## src/rtl/stb_sampler_if.sv

```systemverilog
// Software control/readout bundle for stb_sampler.
//   start_i      : single-cycle acquisition request (master -> slave)
//   n_samples_i  : number of strobe edges to sample, latched on accepted start
//   busy_o       : acquisition in progress (slave -> master)
//   done_o       : one-cycle pulse at the end of an acquisition
//   err_o        : sticky error of the last acquisition
//   hit_cnt_o    : samples that read 1 in the last acquisition
//   total_cnt_o  : samples taken in the last acquisition
interface stb_sampler_if #(
    parameter int unsigned CNT_W = 32
);
    logic             start_i;
    logic [CNT_W-1:0] n_samples_i;
    logic             busy_o;
    logic             done_o;
    logic             err_o;
    logic [CNT_W-1:0] hit_cnt_o;
    logic [CNT_W-1:0] total_cnt_o;

    modport master (
        output start_i, n_samples_i,
        input  busy_o, done_o, err_o, hit_cnt_o, total_cnt_o
    );

    modport slave (
        input  start_i, n_samples_i,
        output busy_o, done_o, err_o, hit_cnt_o, total_cnt_o
    );
endinterface

```

## src/rtl/stb_sampler.sv

```systemverilog
// Strobe-driven comparator sampler. On each rising edge of the strobe it
// samples the synchronised comparator output and accumulates hit/total
// counts over a programmed number of strobes. A watchdog aborts the
// acquisition when the strobe stalls or never arrives.
//   clk_i      : system clock
//   arst_i     : asynchronous active-high reset
//   stb_rdy_i  : strobe generator locked
//   stb_i      : strobe, synchronous to clk_i
//   cmp_i      : comparator output, asynchronous
//   ctl        : software handshake and readout (stb_sampler_if.slave)
// TIMEOUT_CYCLES must be at least 2.
module stb_sampler #(
    parameter int unsigned CNT_W          = 32,
    parameter int unsigned TIMEOUT_W      = 32,
    parameter int unsigned TIMEOUT_CYCLES = 32'd100_000_000
) (
    input  logic           clk_i,
    input  logic           arst_i,
    input  logic           stb_rdy_i,
    input  logic           stb_i,
    input  logic           cmp_i,
    stb_sampler_if.slave   ctl
);
    typedef enum logic [1:0] {
        IDLE,
        WAIT_RDY,
        SAMPLE,
        FINISH
    } state_t;

    localparam logic [TIMEOUT_W-1:0] WD_LAST = TIMEOUT_W'(TIMEOUT_CYCLES - 1);

    state_t               state;
    logic                 cmp_m;
    logic                 cmp_s;
    logic                 stb_d;
    logic                 stb_edge;
    logic [CNT_W-1:0]     n_req;
    logic [TIMEOUT_W-1:0] wd;
    logic [TIMEOUT_W-1:0] wd_next;
    logic [CNT_W-1:0]     total_next;

    assign stb_edge   = stb_i & ~stb_d;
    assign wd_next    = wd + 1'b1;
    assign total_next = ctl.total_cnt_o + 1'b1;

    always_ff @(posedge clk_i or posedge arst_i) begin
        if (arst_i) begin
            state           <= IDLE;
            cmp_m           <= 1'b0;
            cmp_s           <= 1'b0;
            stb_d           <= 1'b0;
            n_req           <= '0;
            wd              <= '0;
            ctl.busy_o      <= 1'b0;
            ctl.done_o      <= 1'b0;
            ctl.err_o       <= 1'b0;
            ctl.hit_cnt_o   <= '0;
            ctl.total_cnt_o <= '0;
        end else begin
            cmp_m      <= cmp_i;
            cmp_s      <= cmp_m;
            // stb_d follows the strobe in every state, so a strobe already
            // high when sampling starts is not mistaken for a fresh edge.
            stb_d      <= stb_i;
            ctl.done_o <= 1'b0;

            case (state)
                IDLE: begin
                    if (ctl.start_i) begin
                        n_req           <= ctl.n_samples_i;
                        ctl.hit_cnt_o   <= '0;
                        ctl.total_cnt_o <= '0;
                        ctl.err_o       <= 1'b0;
                        ctl.busy_o      <= 1'b1;
                        wd              <= '0;
                        state           <= (ctl.n_samples_i == '0) ? FINISH : WAIT_RDY;
                    end
                end

                WAIT_RDY: begin
                    // Watchdog keeps running into SAMPLE; only an edge clears it.
                    wd <= wd_next;
                    if (stb_rdy_i) begin
                        state <= SAMPLE;
                    end else if (wd_next == WD_LAST) begin
                        ctl.err_o <= 1'b1;
                        state     <= FINISH;
                    end
                end

                SAMPLE: begin
                    // Losing lock wins over a coincident edge: counters hold.
                    if (!stb_rdy_i) begin
                        ctl.err_o <= 1'b1;
                        state     <= FINISH;
                    end else if (stb_edge) begin
                        wd              <= '0;
                        ctl.total_cnt_o <= total_next;
                        ctl.hit_cnt_o   <= ctl.hit_cnt_o + CNT_W'(cmp_s);
                        if (total_next == n_req) begin
                            state <= FINISH;
                        end
                    end else if (wd_next == WD_LAST) begin
                        wd        <= wd_next;
                        ctl.err_o <= 1'b1;
                        state     <= FINISH;
                    end else begin
                        wd <= wd_next;
                    end
                end

                FINISH: begin
                    ctl.done_o <= 1'b1;
                    ctl.busy_o <= 1'b0;
                    state      <= IDLE;
                end

                default: state <= IDLE;
            endcase
        end
    end
endmodule

```

## src/flat_wrapper.sv

```systemverilog
// flat-port wrapper written by rule: the top's interface ports become plain ports
module stb_sampler_flat 
#(
    parameter int unsigned CNT_W          = 32,
    parameter int unsigned TIMEOUT_W      = 32,
    parameter int unsigned TIMEOUT_CYCLES = 32'd100_000_000
)
  (clk_i, arst_i, stb_rdy_i, stb_i, cmp_i, ctl_start_i, ctl_n_samples_i, ctl_busy_o, ctl_done_o, ctl_err_o, ctl_hit_cnt_o, ctl_total_cnt_o);
  stb_sampler_if #(.CNT_W(CNT_W)) ctl_i ();
  input  logic clk_i;
  input  logic arst_i;
  input  logic stb_rdy_i;
  input  logic stb_i;
  input  logic cmp_i;
  input wire logic [$bits(ctl_i.start_i)-1:0] ctl_start_i;
  input wire logic [$bits(ctl_i.n_samples_i)-1:0] ctl_n_samples_i;
  output wire logic [$bits(ctl_i.busy_o)-1:0] ctl_busy_o;
  output wire logic [$bits(ctl_i.done_o)-1:0] ctl_done_o;
  output wire logic [$bits(ctl_i.err_o)-1:0] ctl_err_o;
  output wire logic [$bits(ctl_i.hit_cnt_o)-1:0] ctl_hit_cnt_o;
  output wire logic [$bits(ctl_i.total_cnt_o)-1:0] ctl_total_cnt_o;
  assign ctl_i.start_i = ctl_start_i;
  assign ctl_i.n_samples_i = ctl_n_samples_i;
  assign ctl_busy_o = ctl_i.busy_o;
  assign ctl_done_o = ctl_i.done_o;
  assign ctl_err_o = ctl_i.err_o;
  assign ctl_hit_cnt_o = ctl_i.hit_cnt_o;
  assign ctl_total_cnt_o = ctl_i.total_cnt_o;
  stb_sampler #(.CNT_W(CNT_W), .TIMEOUT_W(TIMEOUT_W), .TIMEOUT_CYCLES(TIMEOUT_CYCLES)) u_core (.clk_i(clk_i), .arst_i(arst_i), .stb_rdy_i(stb_rdy_i), .stb_i(stb_i), .cmp_i(cmp_i), .ctl(ctl_i));
endmodule
```

## config.mk

```make
export PLATFORM = sky130hd
export DESIGN_NAME = stb_sampler_flat
export DESIGN_NICKNAME = d
export VERILOG_FILES = /design/src/rtl/stb_sampler_if.sv /design/src/rtl/stb_sampler.sv /design/src/flat_wrapper.sv
export SDC_FILE = /design/constraint.sdc
export NUM_CORES = 1
export LEC_CHECK = 0
export CAP_MARGIN = 40
export CORE_MARGIN = 3
export CORE_UTILIZATION = 35
export DETAILED_ROUTE_END_ITERATION = 16
export GPL_ROUTABILITY_DRIVEN = 0
export HOLD_SLACK_MARGIN = 0.08
export PLACE_DENSITY = 0.62
export SKIP_CTS_REPAIR_TIMING = 1
export SYNTH_ARGS = -nofsm -noshare
export SYNTH_HDL_FRONTEND = slang
export SYNTH_SLANG_ARGS = --single-unit
export TNS_END_PERCENT = 1
```

## constraint.sdc

```tcl
create_clock -name clk_i -period 12 [get_ports clk_i]
set_clock_uncertainty 0.1 [all_clocks]
set_input_delay 3.6 -clock clk_i [delete_from_list [all_inputs] [get_ports clk_i]]
set_output_delay 3.6 -clock clk_i [all_outputs]
set_load 0.005 [all_outputs]
```

==> qor.yml <==
final_hold_viol_count: 0
tightest_slew_ns: 0.914
syn_area_um2: 8140
grt_pass1_wl_um: 36000
cts-buffers-inserted: 17
rsz0062_at_grt: "no"
relSlewSlack_pct: 38.5
antenna_found_initial: 0
die-area_um2: 25100
viasPerCell: 5.38
insertion_delay_ns: 0.43
path_clk_slew_ns: 0.06
drt-total-wl_um: 21800
fin_hold_ws_ns: 0.255
synth_area_leader_cell: "dfrtp_1"
die_h_um: 159
critPathArrivalTime_ns: 6.39
grt_usage_pct: 17.8
ys_warn_count: 0
htreeDepth: 4
clk_path_buf_depth: 2
drtIter0Drc: 518
syn2layout_area_growth_pct: 24.4
fin_area_um2: 10100
cp-start-kind: "input pin"
final_max_slew_viol_count: 0
yosys-top-cells-area: "dfrtp_1, o21ai_0, xnor2_1, nand2_1, mux2_2"
rows: 55
grt_overflow: 0
fmax_mhz: 163
yosysUniqueCellTypes: 63
fin_setup_tns_ns: 0
period_share_pct: 51.1
finalSetupViolCount: 0
yosysSeqAreaShare_pct: 41.8
finalCriticalPeriod_ns: 6.14
p_leak_nw: 3.89
initial_core_util_pct: 35.7
ant_nets: 0
power.density_nw_per_um2: 164
peakVddDrop_mv: 0.0935
cts.sinks: 136
synth_async_sr_flop_share_pct: 100
die_w_um: 159
dpl.hpwl_um: 15600
path_class: "in -> reg"
end_kind: "flop"
synth.top_cell.area_share_pct: 41.8
syn_nets: 957
tritoncts: "yes"
portBuffers: 104
ioPinCount: 105
num_vias: 7088
place_area_um2: 9480
synth_cells: 910
syn_avg_cell_area_um2: 8.95
fin_nets: 1038
grt_pass1_vias: 6824
grt_max_degree: 69
layout-drive-gt1-share_pct: 8.86
clockRootBuffer: "clkbuf_16"
drc: 0
fp.coreArea_um2: 22800
maxCapViolations: 0
wire_per_inst_um: 16.5
crit_path_max_fanout: 28
hold_class: "reg -> reg"
ys_seq_elements: 136
first_pass_iters: 5
synth_edf_count: 0
outcome: "completed"
synth_ff_type: "dfrtp_1"
crit_required_ns: 12.26
## metal layers
layer | wire, µm | GRT usage, %
met5 | 0 | 0
met4 | 285 | 5.33
met3 | 1310 | 4.10
met2 | 9580 | 26.9
met1 | 10600 | 25.6
## worst paths after layout
| path | from | depth (start not counted) | to | slack [ns] |
|---|---|---|---|---|
| hold reg to reg | u_core.cmp_m$_DFF_PP0_ | 0 | u_core.cmp_s$_DFF_PP0_ | 0.25 |
| min in group asynchronous | arst_i | 2 | u_core.ctl.hit_cnt_o[29]$_DFFE_PP0P_ | 3.54 |
| setup / recovery | stb_rdy_i | 10 | u_core.ctl.hit_cnt_o[30]$_DFFE_PP0P_ | 5.86 |
| max in group asynchronous | arst_i | 4 | u_core.n_req[6]$_DFFE_PP0P_ | 7.21 |
| setup reg to reg | u_core.wd[0]$_DFFE_PP0P_ | 9 | u_core.state[0]$_DFFE_PP0P_ | 8.23 |
| hold / removal | u_core.cmp_m$_DFF_PP0_ | 0 | u_core.cmp_s$_DFF_PP0_ | 0.25 |
## state kept, by name, summed over array words and instances (netlist names)
name,count
u_core.ctl.busy_o,1
u_core.cmp_m,1
u_core.ctl.hit_cnt_o,32
u_core.stb_d,1
u_core.state,2
u_core.n_req,32
u_core.ctl.total_cnt_o,32
u_core.ctl.err_o,1
u_core.wd,32
u_core.cmp_s,1
u_core.ctl.done_o,1
## per-stage QoR
| stage | setup slack [ns] | util [%] | std cells | power (W) |
|---|---|---|---|---|
| after global placement | 5.25 | 41.3 | 1281 | 0.00108 |
| after global routing | 5.49 | 44.4 | 1317 | 0.00176 |
| after floorplan | 4.66 | - | 910 | 0.000938 |
| final | 5.86 | 44.4 | 1318 | 0.00166 |
| after CTS | 5.81 | 44.4 | 1317 | 0.00168 |
| after detailed placement | 5.35 | 41.6 | 1285 | 0.00110 |
## critical path: stages
cell and delay (ns):
clkdlybuf4s50_1 0.56, and4b_1 0.35, o21ai_2 0.09, buf_4 0.23, nor4_1 0.67, nand2_1 0.27
nor3_1 0.30, nand2_1 0.09, xor2_1 0.15, nor2_1 0.09
## cell usage in the layout, fill, tap and decap left out, types with 6 or more instances in the layout
master and count:
ha_1 9, o31ai_1 21, xor2_1 39, inv_6 6, nand2b_1 6, and4_1 12, or3_1 9, dfrtp_1 136
clkdlybuf4s50_1 104, nor4_1 26, nor2_1 72, nand4_1 36, mux2_2 32, and3_1 18, nand2_1 100, inv_1 20
a21oi_1 23, nand3_1 49, mux2i_1 6, clkbuf_16 17, xnor2_1 47, o21ai_0 91, nor3_1 20
## final cells by class
class / instances / area [µm²]
fillers: 2160 / 12700
well taps: 313 / 392
repair buffers: 113 / 1150
flip-flops and latches: 136 / 3400
diodes: 1 / 2.50
inverters: 21 / 83.8
clock inverters: 15 / 214
multi-input cells: 702 / 4460
clock buffers: 17 / 425
## report_power, final
part           internal, W  total, W  switching, W
combinational     0.000221  0.000493      0.000273
sequential        0.000528  0.000598     0.0000701
clock             0.000353  0.000571      0.000218
## cells by family after synthesis
family	count (synthesis)	synth area share (%)
fa+ha+maj	9	1.38
compound gates	182	13.6
flops	136	41.8
buf+inv	72	3.60
simple gates	385	24.7
xor+xnor	88	9.82
mux	38	5.16
## Yosys cell counts, drive strengths merged, types with 22 or more instances
library cell,instances
a21oi,23
clkbuf,36
dfrtp,136
mux2,32
nand2,100
nand3,51
nand4,36
nor2,73
nor3,22
nor4,28
o21ai,93
xnor2,47
xor2,39
Note: power is estimated with default switching activity, not from simulation.
